===== src/rtl/mem_resp_model_pkg.sv =====
// ============================================================================
// Module : mem_resp_model_pkg
// Brief  : Shared widths, port FSM state encoding and address-width helper
//          for the latency-accurate memory responder.
// Rev    : 1.0  initial release
// ============================================================================
`default_nettype none

package mem_resp_model_pkg;

    localparam int XLEN        = 32;
    localparam int FETCH_WIDTH = 2;

    typedef enum logic [1:0] {
        IDLE = 2'd0,
        BUSY = 2'd1,
        RESP = 2'd2
    } mem_port_state_e;

    // Word-index width for a power-of-two storage depth.
    function automatic int mem_addr_w(input int depth_words);
        return (depth_words > 1) ? $clog2(depth_words) : 1;
    endfunction

endpackage

`default_nettype wire


===== src/rtl/mem_resp_model_port_ctrl.sv =====
// ============================================================================
// Module : mem_port_ctrl
// Brief  : Per-port request/response FSM with latency counter, stall and
//          response data register.
// Rev    : 1.0  initial release
// ============================================================================
`default_nettype none

module mem_port_ctrl
    import mem_resp_model_pkg::*;
#(
    parameter int LAT    = 1,
    parameter int DATA_W = 32
) (
    input  logic              clk,
    input  logic              rst,
    input  logic              i_req,
    input  logic [DATA_W-1:0] i_rdata,
    output logic              o_stall,
    output logic              o_dout_val,
    output logic [DATA_W-1:0] o_dout
);

    localparam int c_CNT_W    = (LAT > 2) ? $clog2(LAT) : 1;
    localparam int c_CNT_INIT = (LAT > 1) ? LAT - 2 : 0;
    // A single-cycle port skips BUSY entirely and answers on the next cycle.
    localparam mem_port_state_e c_ACCEPT_STATE = (LAT > 1) ? BUSY : RESP;

    mem_port_state_e    r_state;
    mem_port_state_e    w_state_nxt;
    logic [c_CNT_W-1:0] r_cnt;
    logic [c_CNT_W-1:0] w_cnt_nxt;
    logic [DATA_W-1:0]  r_data;
    logic               w_accept;

    assign o_stall    = (r_state == BUSY);
    assign w_accept   = i_req & ~o_stall;
    assign o_dout_val = (r_state == RESP);
    assign o_dout     = o_dout_val ? r_data : '0;

    always_comb begin
        w_state_nxt = r_state;
        w_cnt_nxt   = r_cnt;
        case (r_state)
            IDLE, RESP: begin
                if (w_accept) begin
                    w_state_nxt = c_ACCEPT_STATE;
                    w_cnt_nxt   = c_CNT_W'(c_CNT_INIT);
                end else begin
                    w_state_nxt = IDLE;
                end
            end
            BUSY: begin
                if (r_cnt == '0) begin
                    w_state_nxt = RESP;
                end else begin
                    w_cnt_nxt = r_cnt - c_CNT_W'(1);
                end
            end
            default: w_state_nxt = IDLE;
        endcase
    end

    always_ff @(posedge clk or posedge rst) begin
        if (rst) begin
            r_state <= IDLE;
            r_cnt   <= '0;
            r_data  <= '0;
        end else begin
            r_state <= w_state_nxt;
            r_cnt   <= w_cnt_nxt;
            if (w_accept) begin
                r_data <= i_rdata;
            end
        end
    end

endmodule

`default_nettype wire


===== config.mk =====
export PLATFORM = sky130hd
export DESIGN_NAME = mem_port_ctrl
export DESIGN_NICKNAME = d
export VERILOG_FILES = /design/src/rtl/mem_resp_model_pkg.sv /design/src/rtl/mem_resp_model_port_ctrl.sv
export SDC_FILE = /design/constraint.sdc
export NUM_CORES = 1
export LEC_CHECK = 0
export CAP_MARGIN = 30
export CORE_MARGIN = 2
export CORE_UTILIZATION = 45
export CTS_CLUSTER_DIAMETER = 100
export CTS_CLUSTER_SIZE = 16
export DETAILED_ROUTE_END_ITERATION = 16
export DONT_BUFFER_PORTS = 1
export PLACE_DENSITY_LB_ADDON = 0.1
export SLEW_MARGIN = 20
export SYNTH_ARGS = -nofsm -noshare
export SYNTH_HDL_FRONTEND = slang
export SYNTH_SLANG_ARGS = --single-unit

===== constraint.sdc =====
create_clock -name clk -period 2.3 [get_ports clk]
set_input_delay 0.46 -clock clk [delete_from_list [all_inputs] [get_ports clk]]
set_output_delay 0.46 -clock clk [all_outputs]
set_load 0.03 [all_outputs]

After elaboration in Yosys (flattened, before gate mapping):

Cells that the tools add are included.

* logic and storage cells: 21
* register bits: 35
* output and inout bits: 34
* input port bits: 35

* reductions and logical operators: 4
* add/subtract/negate cells: 1
* multiplexer cells: 7
* equality and inequality tests: 4
* bitwise logic cells: 2

Operator list (number)
* 32-bit 2-to-1 mux: 1
* 2-bit 2-to-1 mux: 2
* 2-bit != test, second input constant: 2
* 2-bit one-hot mux with 2 select lines: 1
* 2-bit by 1-bit == test with 1-bit output, second input constant: 1
* 2-bit == test, second input constant: 1
* 2-bit logical NOT: 1
* 1-bit 2-to-1 mux: 2
* 1-bit one-hot mux with 2 select lines: 1
* 2-bit AND reduction: 1
* 2-bit nonzero test: 1
* 2-bit OR reduction: 1
* 1-bit bitwise AND: 1
* 1-bit inverter: 1
* 1-bit subtractor, second input constant: 1

Logic depth before layout (Yosys ltp):

Gate-level depths: netlist of the first run.

* word-level depth: 5
* mapped depth: 3
* mapped depth without buffers: 1

Least setup slack after synthesis of the first run:

No wires, ideal clock.

* path kind: register to output
* from: reg r_state[1]
* to: out o_dout[14]
* arrival time: 1.089 ns
* path buffers: 1
* required time: 1.840 ns
* slack: 0.751 ns
* cell stages (with the launch flop): 3
* cells stage by stage: dfrtp_1 clkbuf_1 and2_1

* longest elaborated chain between the ends: 2

RTL lines
* start, declared: line mem_resp_model_port_ctrl.sv:29 `mem_port_state_e r_state;`
* start signal, assigned: line mem_resp_model_port_ctrl.sv:70 `r_state <= w_state_nxt;`
* 2-bit == test: line mem_resp_model_port_ctrl.sv:38 `assign o_dout_val = (r_state == RESP);`
* 32-bit 2-to-1 mux: line mem_resp_model_port_ctrl.sv:39 `assign o_dout = o_dout_val ? r_data : '0;`
* end, declared: line mem_resp_model_port_ctrl.sv:21 `output logic [DATA_W-1:0] o_dout`

Every way passes these cells.

Final worst setup path of the first run:

* from: reg r_state[1]
* to: out o_dout[29]

Same word-level chain as after synthesis.

==> metrics.cfg, run 1 <==
[die]
die_w_um=63.6
rows=21
start_util=0.475
core_area_um2=3360
die_area_um2=4040
num_io_pins=69
die_y_um=63.6

[clock_tree]
numClockSinks=33
cts_buffer_depth=2
htree_levels=2
hold_buffers=0
cts_root_buf=clkbuf_4
cts_inserted_buffers=5
post_cts.repair.setup_buffers=0
clkTransAtPathRegs_ps=90
cts_tree=yes
post_cts_resized=0
clk_latency_ps=310

[logic_synthesis]
synth.top_cell.area_share=0.517
syn-cell-area_um2=1600
synth-seq-cells=33
synth_async_sr_flop_share=1.00
yosysTopAreaCell=dfrtp_1
synth.most_common_cell=dfrtp_1
synth_flop_cell=dfrtp_1
ys_types=10
syn_area_per_cell_um2=14.9
synth_edf_count=0
synth_top_cells_by_count=dfrtp_1 (33), and2_1 (32), mux2_4 (30)
synth_area_leaders=dfrtp_1 (52%), mux2_4 (28%), and2_1 (13%)
yosys_warnings=0
syn_nets=142
seq_area_frac_synth=0.517
postSynthCellCount=107

[power_and_ir_drop]
swShare=0.275
clockPowerShare=0.257
power.leakage_uw=0.000780
seqPwrFrac=0.545
ir_drop_v=0.000368
power_density_nw_per_um2=745
p_int_uw=887
switchingPower_uw=336
combPwrFrac=0.198
p_total_uw=1220

[setup_path]
path_buf_inv=1
endpoint_kind=output pin
cp_cell_sequence=buf_4 > and2_1
arrival_ps=1480
worst_path_max_delay_cell=dfrtp_1
critPathLaunchType=flip-flop
critPathMaxStageDelay_ps=540
crit-reg2reg-launch=r_data[17]$_DFFE_PP0P_
cp.required_ps=1840
critPathLaunch=r_state[1]$_DFF_PP0_
crit_type=reg2out
crit_fanout=20
cp_top_family=flip-flops

[drt]
wirelength_um=2560
first_pass_iters=3
ant_nets=0
vias=775
drt_iter0_drc=19
avgRoutedWirePerCell_um=16.5
remaining_drc_errors=0
vias_per_cell=5.00

[global_routing]
grt_pass1_wl_um=4140
antenna_found_initial=0
grt_pass1_vias=764
grt_use_total=0.139
grt-ovfl-total=0
grt_max_degree=34

[placed_design]
place_worst_setup_slack_ps=657
io_buffers=0
hpwl_um=1720
routabilityCongestion=0.618

[outcome]
status=completed

[final_layout]
drive_gt1_frac=0.376
area_growth_syn_to_layout_pct=2.82
nFillCells=323
finalNetCount=144
num_antenna_cells=0

[sta]
setup_ws_ps=356
skew_ps=0
finalCriticalPeriod_ps=1940
rsz0062_at_grt=false
slew_viol_final=0
post-route-period-util=0.845
setup_viol=0
fmax_mhz=515
tns_ps=0
final_hold_viol_count=0

[job]
maxCapViolCount=0

[hold_path]
min_path_type=in2async

[layout by cell type, fill, tap and decap left out, drive strengths merged]
master and count:
dfrtp 33, and2 32, mux2 32, clkbuf 7, buf 3, inv 1
conb 1
[path summary, 6_finish.rpt]
check                                         endpoint  slack (ps)  cells past startpoint
worst max-delay path                        o_dout[29]         360                      2
worst min-delay path              r_state[1]$_DFF_PP0_         110                      2
worst max register to register  r_data[17]$_DFFE_PP0P_        1530                      1
worst min register to register  r_data[26]$_DFFE_PP0P_         510                      1
max in group asynchronous       r_data[12]$_DFFE_PP0P_        1900                      2
min in group clk                  r_state[1]$_DFF_PP0_         170                      0
[power by group through the flow]
stage,sequential [uW],clock [uW],combinational (uW)
2_1_floorplan,668,0,253
3_3_place_gp,675,0,245
3_5_place_dp,677,0,246
4_1_cts,667,334,246
5_1_grt,675,363,257
6_report,666,314,242
[per-stage QoR]
stage | util | std cells | hold WS, ps | cell area (um2)
2_1_floorplan | - | 107 | 473 | 1600
3_3_place_gp | 0.472 | 148 | 463 | 1590
3_5_place_dp | 0.472 | 148 | 467 | 1590
4_1_cts | 0.488 | 155 | 108 | 1640
5_1_grt | 0.488 | 155 | 110 | 1640
6_report | 0.488 | 155 | 115 | 1640
[state kept, by name, indices dropped and copies added, names as in the netlist]
name / count
r_data: 32
r_state: 1
[cell type report]
| class | count | area (um2) | area share |
|---|---|---|---|
| clock buffer | 7 | 55.1 | 0.0335 |
| inverter | 1 | 3.75 | 0.00229 |
| multi-input combinational | 65 | 677 | 0.412 |
| sequential | 33 | 826 | 0.503 |
| tap | 46 | 57.6 | 0.0351 |
| timing repair buffer | 3 | 22.5 | 0.0137 |
[metal layers]
layer,vias up,share of wire,global-route usage
met5,-,0,0
li1,347,-,-
met3,4,0.085,0.0571
met4,0,0.011,0.0571
met1,384,0.45,0.184
met2,40,0.46,0.203
[cells by family (layout without fill, tap and decap cells)]
kind of cell	after synthesis	in the layout	share of synthesized area
buffers and inverters	9	11	0.0588
and+or+nand+nor	32	32	0.125
other	1	1	0.00235
DFF	33	33	0.517
muxes	32	32	0.296
Power figures use the tool's default switching activity.
==> inputs of run 2 (changes only) <==
==> constraint.sdc (replaced) <==
create_clock -name clk -period 1.7 [get_ports clk]
set_input_delay 0.34 -clock clk [delete_from_list [all_inputs] [get_ports clk]]
set_output_delay 0.34 -clock clk [all_outputs]
set_load 0.03 [all_outputs]
==> run 2 against run 1 <==
Compared with the run above: power rose by 44%; clock power rose by 40%; routed wire length rose by 9.4%; critical endpoint is now o_dout[16]; cell count rose by 22%; core utilization rose by 7.7 points; clock skew did not move; register-to-register slack got worse by 600 ps; combinational power rose by 74%; first-iteration DRC count rose by 11%; highest routed layer unchanged.
==> metrics.cfg, run 2 (synthesized netlist as in run 1, its figures left out) <==
[final_layout]
area_growth_syn_to_layout_pct=19.0  ; was 2.82%
drive_gt1_frac=0.517  ; was 0.376
reg.largest.list=r_data (32), r_state (1)  ; unchanged
finalNetCount=178  ; was 144
num_antenna_cells=0  ; unchanged
largest_register_ffs=32  ; unchanged
top_register=r_data  ; unchanged
final_common_cell=buf_4  ; was dfrtp_1
nFillCells=312  ; was 323
layout_common_cells=buf_4 (36), dfrtp_1 (33), and2_1 (32)  ; was dfrtp_1 (33), and2_1 (32), mux2_4 (30)

[setup_path]
critPathMaxStageDelay_ps=410  ; was 540 ps
worst_path_max_delay_cell=dfrtp_1  ; unchanged
cp.required_ps=1360  ; was 1840 ps
critPathLaunch=r_state[1]$_DFF_PP0_  ; unchanged
critPathLaunchType=flip-flop  ; unchanged
path_buf_inv=2  ; was 1
cp_cell_sequence=buf_4 > and2_1 > buf_4  ; was buf_4 > and2_1
cp_top_family=flip-flops  ; unchanged
arrival_ps=1250  ; was 1480 ps
crit_fanout=7  ; was 20
endpoint_kind=output pin  ; unchanged
crit_top_cell=buf_4
crit-reg2reg-launch=r_data[18]$_DFFE_PP0P_  ; was r_data[17]$_DFFE_PP0P_
crit_type=reg2out  ; unchanged

[clock_tree]
clk_latency_ps=320  ; was 310 ps
clkTransAtPathRegs_ps=90  ; about the same
cts_buffer_depth=2  ; unchanged
post_cts.repair.setup_buffers=0  ; unchanged
cts_root_buf=clkbuf_4  ; unchanged
cts_inserted_buffers=5  ; unchanged
numClockSinks=33  ; unchanged
cts_tree=yes  ; unchanged
htree_levels=2  ; unchanged

[global_routing]
grt_use_total=0.151  ; was 0.139
grt-ovfl-total=0  ; unchanged
grt_max_degree=34  ; unchanged
grt_pass1_wl_um=4610  ; was 4140 um
grt_pass1_vias=915  ; was 764
antenna_found_initial=0  ; unchanged

[drt]
wirelength_um=2800  ; was 2560 um
first_pass_iters=2  ; was 3
vias=893  ; was 775
vias_per_cell=4.72  ; was 5.00
ant_nets=0  ; unchanged
remaining_drc_errors=0  ; unchanged
drt_iter0_drc=21  ; was 19
avgRoutedWirePerCell_um=14.8  ; was 16.5 um

[sta]
tns_ps=0  ; unchanged
holdWs_ps=38.5  ; was 115 ps
post-route-period-util=0.933
skew_ps=0  ; unchanged
final_hold_viol_count=0  ; unchanged
fmax_mhz=631
finalCriticalPeriod_ps=1590
slew_viol_final=0  ; unchanged
rsz0062_at_grt=false  ; unchanged
setup_viol=0  ; unchanged

[power_and_ir_drop]
ir_drop_v=0.000387  ; was 0.000368 V
power.leakage_uw=0.000953  ; was 0.000780 uW
power_density_nw_per_um2=926  ; was 745 nW/um2

[die]
start_util=0.475  ; unchanged
die_y_um=63.6  ; unchanged
num_io_pins=69  ; unchanged
die_w_um=63.6  ; unchanged
rows=21  ; unchanged
core_area_um2=3360  ; unchanged
die_area_um2=4040  ; unchanged

[hold_path]
min_path_type=in2reg  ; was in2async
min_from=i_req

[placed_design]
hpwl_um=1940  ; was 1720 um
io_buffers=0  ; unchanged
routabilityCongestion=0.665  ; was 0.618

[outcome]
status=completed  ; unchanged

[job]
maxCapViolCount=0  ; unchanged

run 2: per-layer routing:
metal | share of wire | global-route usage | vias up | routed length (um)
li1 | - | - | 419 | -
met1 | 0.43 | 0.188 | 429 | 1200
met2 | 0.48 | 0.236 | 39 | 1350
met3 | 0.076 | 0.0625 | 6 | 212
met4 | 0.015 | 0.0571 | 0 | 43
met5 | 0 | 0 | - | 0
run 2: path summary, 6_finish.rpt:
check                                              end  depth (start not counted)  slack [ps]
worst min-delay path              r_state[1]$_DFF_PP0_                          0          40
worst max-delay path                        o_dout[16]                          3         110
min in group asynchronous        r_data[9]$_DFFE_PP0P_                          3         540
worst min register to register  r_data[14]$_DFFE_PP0P_                          1         510
worst max register to register  r_data[18]$_DFFE_PP0P_                          1         930
max in group asynchronous       r_data[28]$_DFFE_PP0P_                          3         860
run 2: cell type report:
cell class,count,area [um2],area share
repair buffers,37,280,0.148
clock buffers,7,55.1,0.0290
multi-input cells,65,677,0.356
well taps,46,57.6,0.0303
inverters,1,3.75,0.00198
flip-flops and latches,33,826,0.435
run 2: report_power, final:
part / switching [uW] / internal [uW] / total [uW]
registers: 37.3 / 862 / 899
clock network: 244 / 195 / 439
logic: 203 / 217 / 420
total: 484 / 1270 / 1760
run 2: what timing repair did:
item / 4_1_cts / 5_1_grt
gates resized for setup: 0 / 0
hold buffers: 1 / 0
hold endpoints to repair: 33 / 0
run 2: per-stage QoR:
step	total power (uW)	setup WS (ps)	utilization	cells	area (um2)
after floorplan	1250	271	-	107	1600
after global placement	1330	491	0.545	181	1830
after detailed placement	1340	462	0.545	181	1830
after CTS	1790	88.0	0.565	189	1900
after global routing	1840	45.0	0.565	189	1900
final	1760	114	0.565	189	1900
==> inputs of run 3 (changes only) <==
--- a/config.mk
+++ b/config.mk
@@ -5,6 +5,7 @@
 export SDC_FILE = /design/constraint.sdc
 export NUM_CORES = 1
 export LEC_CHECK = 0
+export ABC_AREA = 1
 export CAP_MARGIN = 30
 export CORE_MARGIN = 2
 export CORE_UTILIZATION = 45
==> run 3 against run 2 <==
Compared with the run above: clock skew stayed put; clock power is 8.7% lower; setup slack better by 31 ps; count of clock-buffer cells in the layout is 1 higher; combinational power is 34% lower; sequential share of layout area is 7.0 points higher; global-route usage is 0.38 points higher; design area is 14% lower; core utilization is 8.2 points lower; synthesized area is 1.3% higher; maximum frequency is 2.0% higher; cell count is 35% higher; largest power group unchanged.
==> metrics.cfg, run 3 <==
[clock_tree]
cts_root_buf=clkbuf_4  ; unchanged
htree_levels=2  ; unchanged
cts_inserted_buffers=5  ; unchanged
cts_buffer_depth=2  ; unchanged
post_cts.repair.setup_buffers=0  ; unchanged
clkTransAtPathRegs_ps=90  ; about the same
clk_latency_ps=320  ; about the same
numClockSinks=33  ; unchanged
cts_tree=yes  ; unchanged

[placed_design]
routabilityCongestion=0.637  ; was 0.665
place_worst_setup_slack_ps=423  ; was 462 ps
io_buffers=0  ; unchanged
hpwl_um=2000  ; was 1940 um
placed_area_um2=1570  ; was 1830 um2

[final_layout]
layout_common_cells=nand2_1 (115), inv_1 (33), dfrtp_1 (33)  ; was buf_4 (36), dfrtp_1 (33), and2_1 (32)
final_area_um2=1640  ; was 1900 um2
drive_gt1_frac=0.114  ; was 0.517
finalNetCount=244  ; was 178
utilization=0.482  ; was 0.565
reg.largest.list=r_data (32), r_state (1)  ; unchanged
largest_register_ffs=32  ; unchanged
area_growth_syn_to_layout_pct=1.08  ; was 19.0%
top_register=r_data  ; unchanged
final_common_cell=nand2_1  ; was buf_4
num_antenna_cells=0  ; unchanged

[drt]
drt-met1-wl_um=1270  ; was 1200 um
vias_per_cell=4.52  ; was 4.72
avgRoutedWirePerCell_um=11.1  ; was 14.8 um
wl_met2_um=1290  ; was 1350 um
highest_layer=met4  ; unchanged
remaining_drc_errors=0  ; unchanged
routed-wl-met3_um=247  ; was 212 um
first_pass_iters=5  ; was 2
vias=1157  ; was 893
wirelength_um=2850  ; was 2800 um
ant_nets=0  ; unchanged
drt_iter0_drc=38  ; was 21

[sta]
finalCriticalPeriod_ps=1550  ; was 1590 ps
slew_viol_final=0  ; unchanged
fmax_mhz=643  ; was 631 MHz
final_hold_viol_count=0  ; unchanged
post-route-period-util=0.914  ; was 0.933
rsz0062_at_grt=false  ; unchanged
setup_viol=0  ; unchanged
skew_ps=0  ; unchanged
setup_ws_ps=145  ; was 114 ps
tns_ps=0  ; unchanged

[logic_synthesis]
yosys_warnings=0  ; unchanged
syn_nets=242  ; was 142
ys_types=11  ; was 10
synth-seq-cells=33  ; unchanged
synth_async_sr_flop_share=1.00  ; unchanged
yosysTopAreaCell=dfrtp_1  ; unchanged
synth_flop_cell=dfrtp_1  ; unchanged
synth.most_common_cell=nand2_1  ; was dfrtp_1
seq_area_frac_synth=0.510  ; was 0.517
synth.top_cell.area_share=0.510  ; was 0.517
postSynthCellCount=207  ; was 107
syn-cell-area_um2=1620  ; was 1600 um2
syn_area_per_cell_um2=7.82  ; was 14.9 um2
synth_top_cells_by_count=nand2_1 (115), dfrtp_1 (33), inv_1 (33)  ; was dfrtp_1 (33), and2_1 (32), mux2_4 (30)
synth_edf_count=0  ; unchanged
synth_area_leaders=dfrtp_1 (51%), nand2_1 (27%), inv_1 (7.7%)  ; was dfrtp_1 (52%), mux2_4 (28%), and2_1 (13%)

[setup_path]
crit_type=reg2out  ; unchanged
arrival_ps=1210  ; was 1250 ps
cp_cell_sequence=buf_6 > nand2_1 > inv_1  ; was buf_4 > and2_1 > buf_4
worst_path_max_delay_cell=dfrtp_1  ; unchanged
crit_fanout=21  ; was 7
endpoint_kind=output pin  ; unchanged
critPathLaunchType=flip-flop  ; unchanged
cp.required_ps=1360  ; about the same
critPathMaxStageDelay_ps=370  ; was 410 ps

[global_routing]
grt-ovfl-total=0  ; unchanged
grt_pass1_wl_um=4830  ; was 4610 um
antenna_found_initial=0  ; unchanged
grt_max_degree=35  ; was 34
grt_pass1_vias=1075  ; was 915
grt_use_total=0.155  ; was 0.151

[die]
rows=21  ; unchanged
die_y_um=64.0  ; was 63.6 um
core_area_um2=3390  ; was 3360 um2
start_util=0.477  ; was 0.475
die_area_um2=4090  ; was 4040 um2
die_w_um=64.0  ; was 63.6 um
num_io_pins=69  ; unchanged

[power_and_ir_drop]
power.leakage_uw=0.00108  ; was 0.000953 uW
ir_drop_v=0.000486  ; was 0.000387 V
power_density_nw_per_um2=961  ; was 926 nW/um2

[hold_path]
min_path_type=in2reg  ; unchanged

[outcome]
status=completed  ; unchanged

[job]
maxCapViolCount=0  ; unchanged

-- run 3: changes by cell type after synthesis, sizes merged --
cell / delta
nand2: +128
and2: -32
mux2: -32
buf: +3
inv: +33
-- run 3: stage by stage --
step	total power, uW	hold slack (ps)	std cells
5_1_grt	1680	5.16	256
3_5_place_dp	1190	221	247
6_report	1570	43.9	256
4_1_cts	1600	21.5	256
3_3_place_gp	1180	220	247
2_1_floorplan	1180	371	207
-- run 3: power breakdown --
part / total [uW] / internal, uW / switching [uW]
sequential: 894 / 853 / 40.5
clock: 401 / 165 / 236
combinational: 277 / 63.9 / 213
-- run 3: worst paths after layout --
kind	startpoint	to	slack, ps	cells past startpoint
worst max-delay path	r_state[1]$_DFF_PP0_	o_dout[8]	150	3
worst min-delay path	i_req	r_state[1]$_DFF_PP0_	40	0
worst max register to register	r_data[27]$_DFFE_PP0P_	r_data[27]$_DFFE_PP0P_	1080	2
worst min register to register	r_data[2]$_DFFE_PP0P_	r_data[2]$_DFFE_PP0P_	470	2
max in group asynchronous	rst	r_data[20]$_DFFE_PP0P_	740	3
min in group asynchronous	rst	r_data[17]$_DFFE_PP0P_	420	2
-- run 3: cell families (layout without fill, tap and decap cells) --
kind of cell / Yosys count / after routing / share of synthesized area
simple gates: 128 / 128 / 0.317
flops: 33 / 33 / 0.510
other cells: 1 / 1 / 0.00232
buf+inv: 45 / 48 / 0.170
-- run 3: worst max-delay path, delay by kind of cell, from the launching register on --
kind	cells	cell delay, ps
buffers and inverters	2	430
flip-flops	1	370
AND/OR/NAND/NOR	1	90
-- run 3: what timing repair did --
item,in CTS,in global routing
hold buffers,1,0
endpoints found under the setup margin,0,20
gates resized for setup,0,1
endpoints found under the hold margin,8,0
-- run 3: cell type report --
type	instances	area (um2)
tap	46	57.6
sequential	33	826
timing repair buffer	6	51.3
multi-input combinational	129	517
clock buffer	8	48.8
inverter	34	135
fill	367	1750
-- run 3: per-layer routing --
layer  global-route usage  vias to the layer above
met3               0.0687                        7
met1                0.187                      528
met4               0.0571                        0
met5                    0                        -
met2                0.245                       43
li1                     -                      579
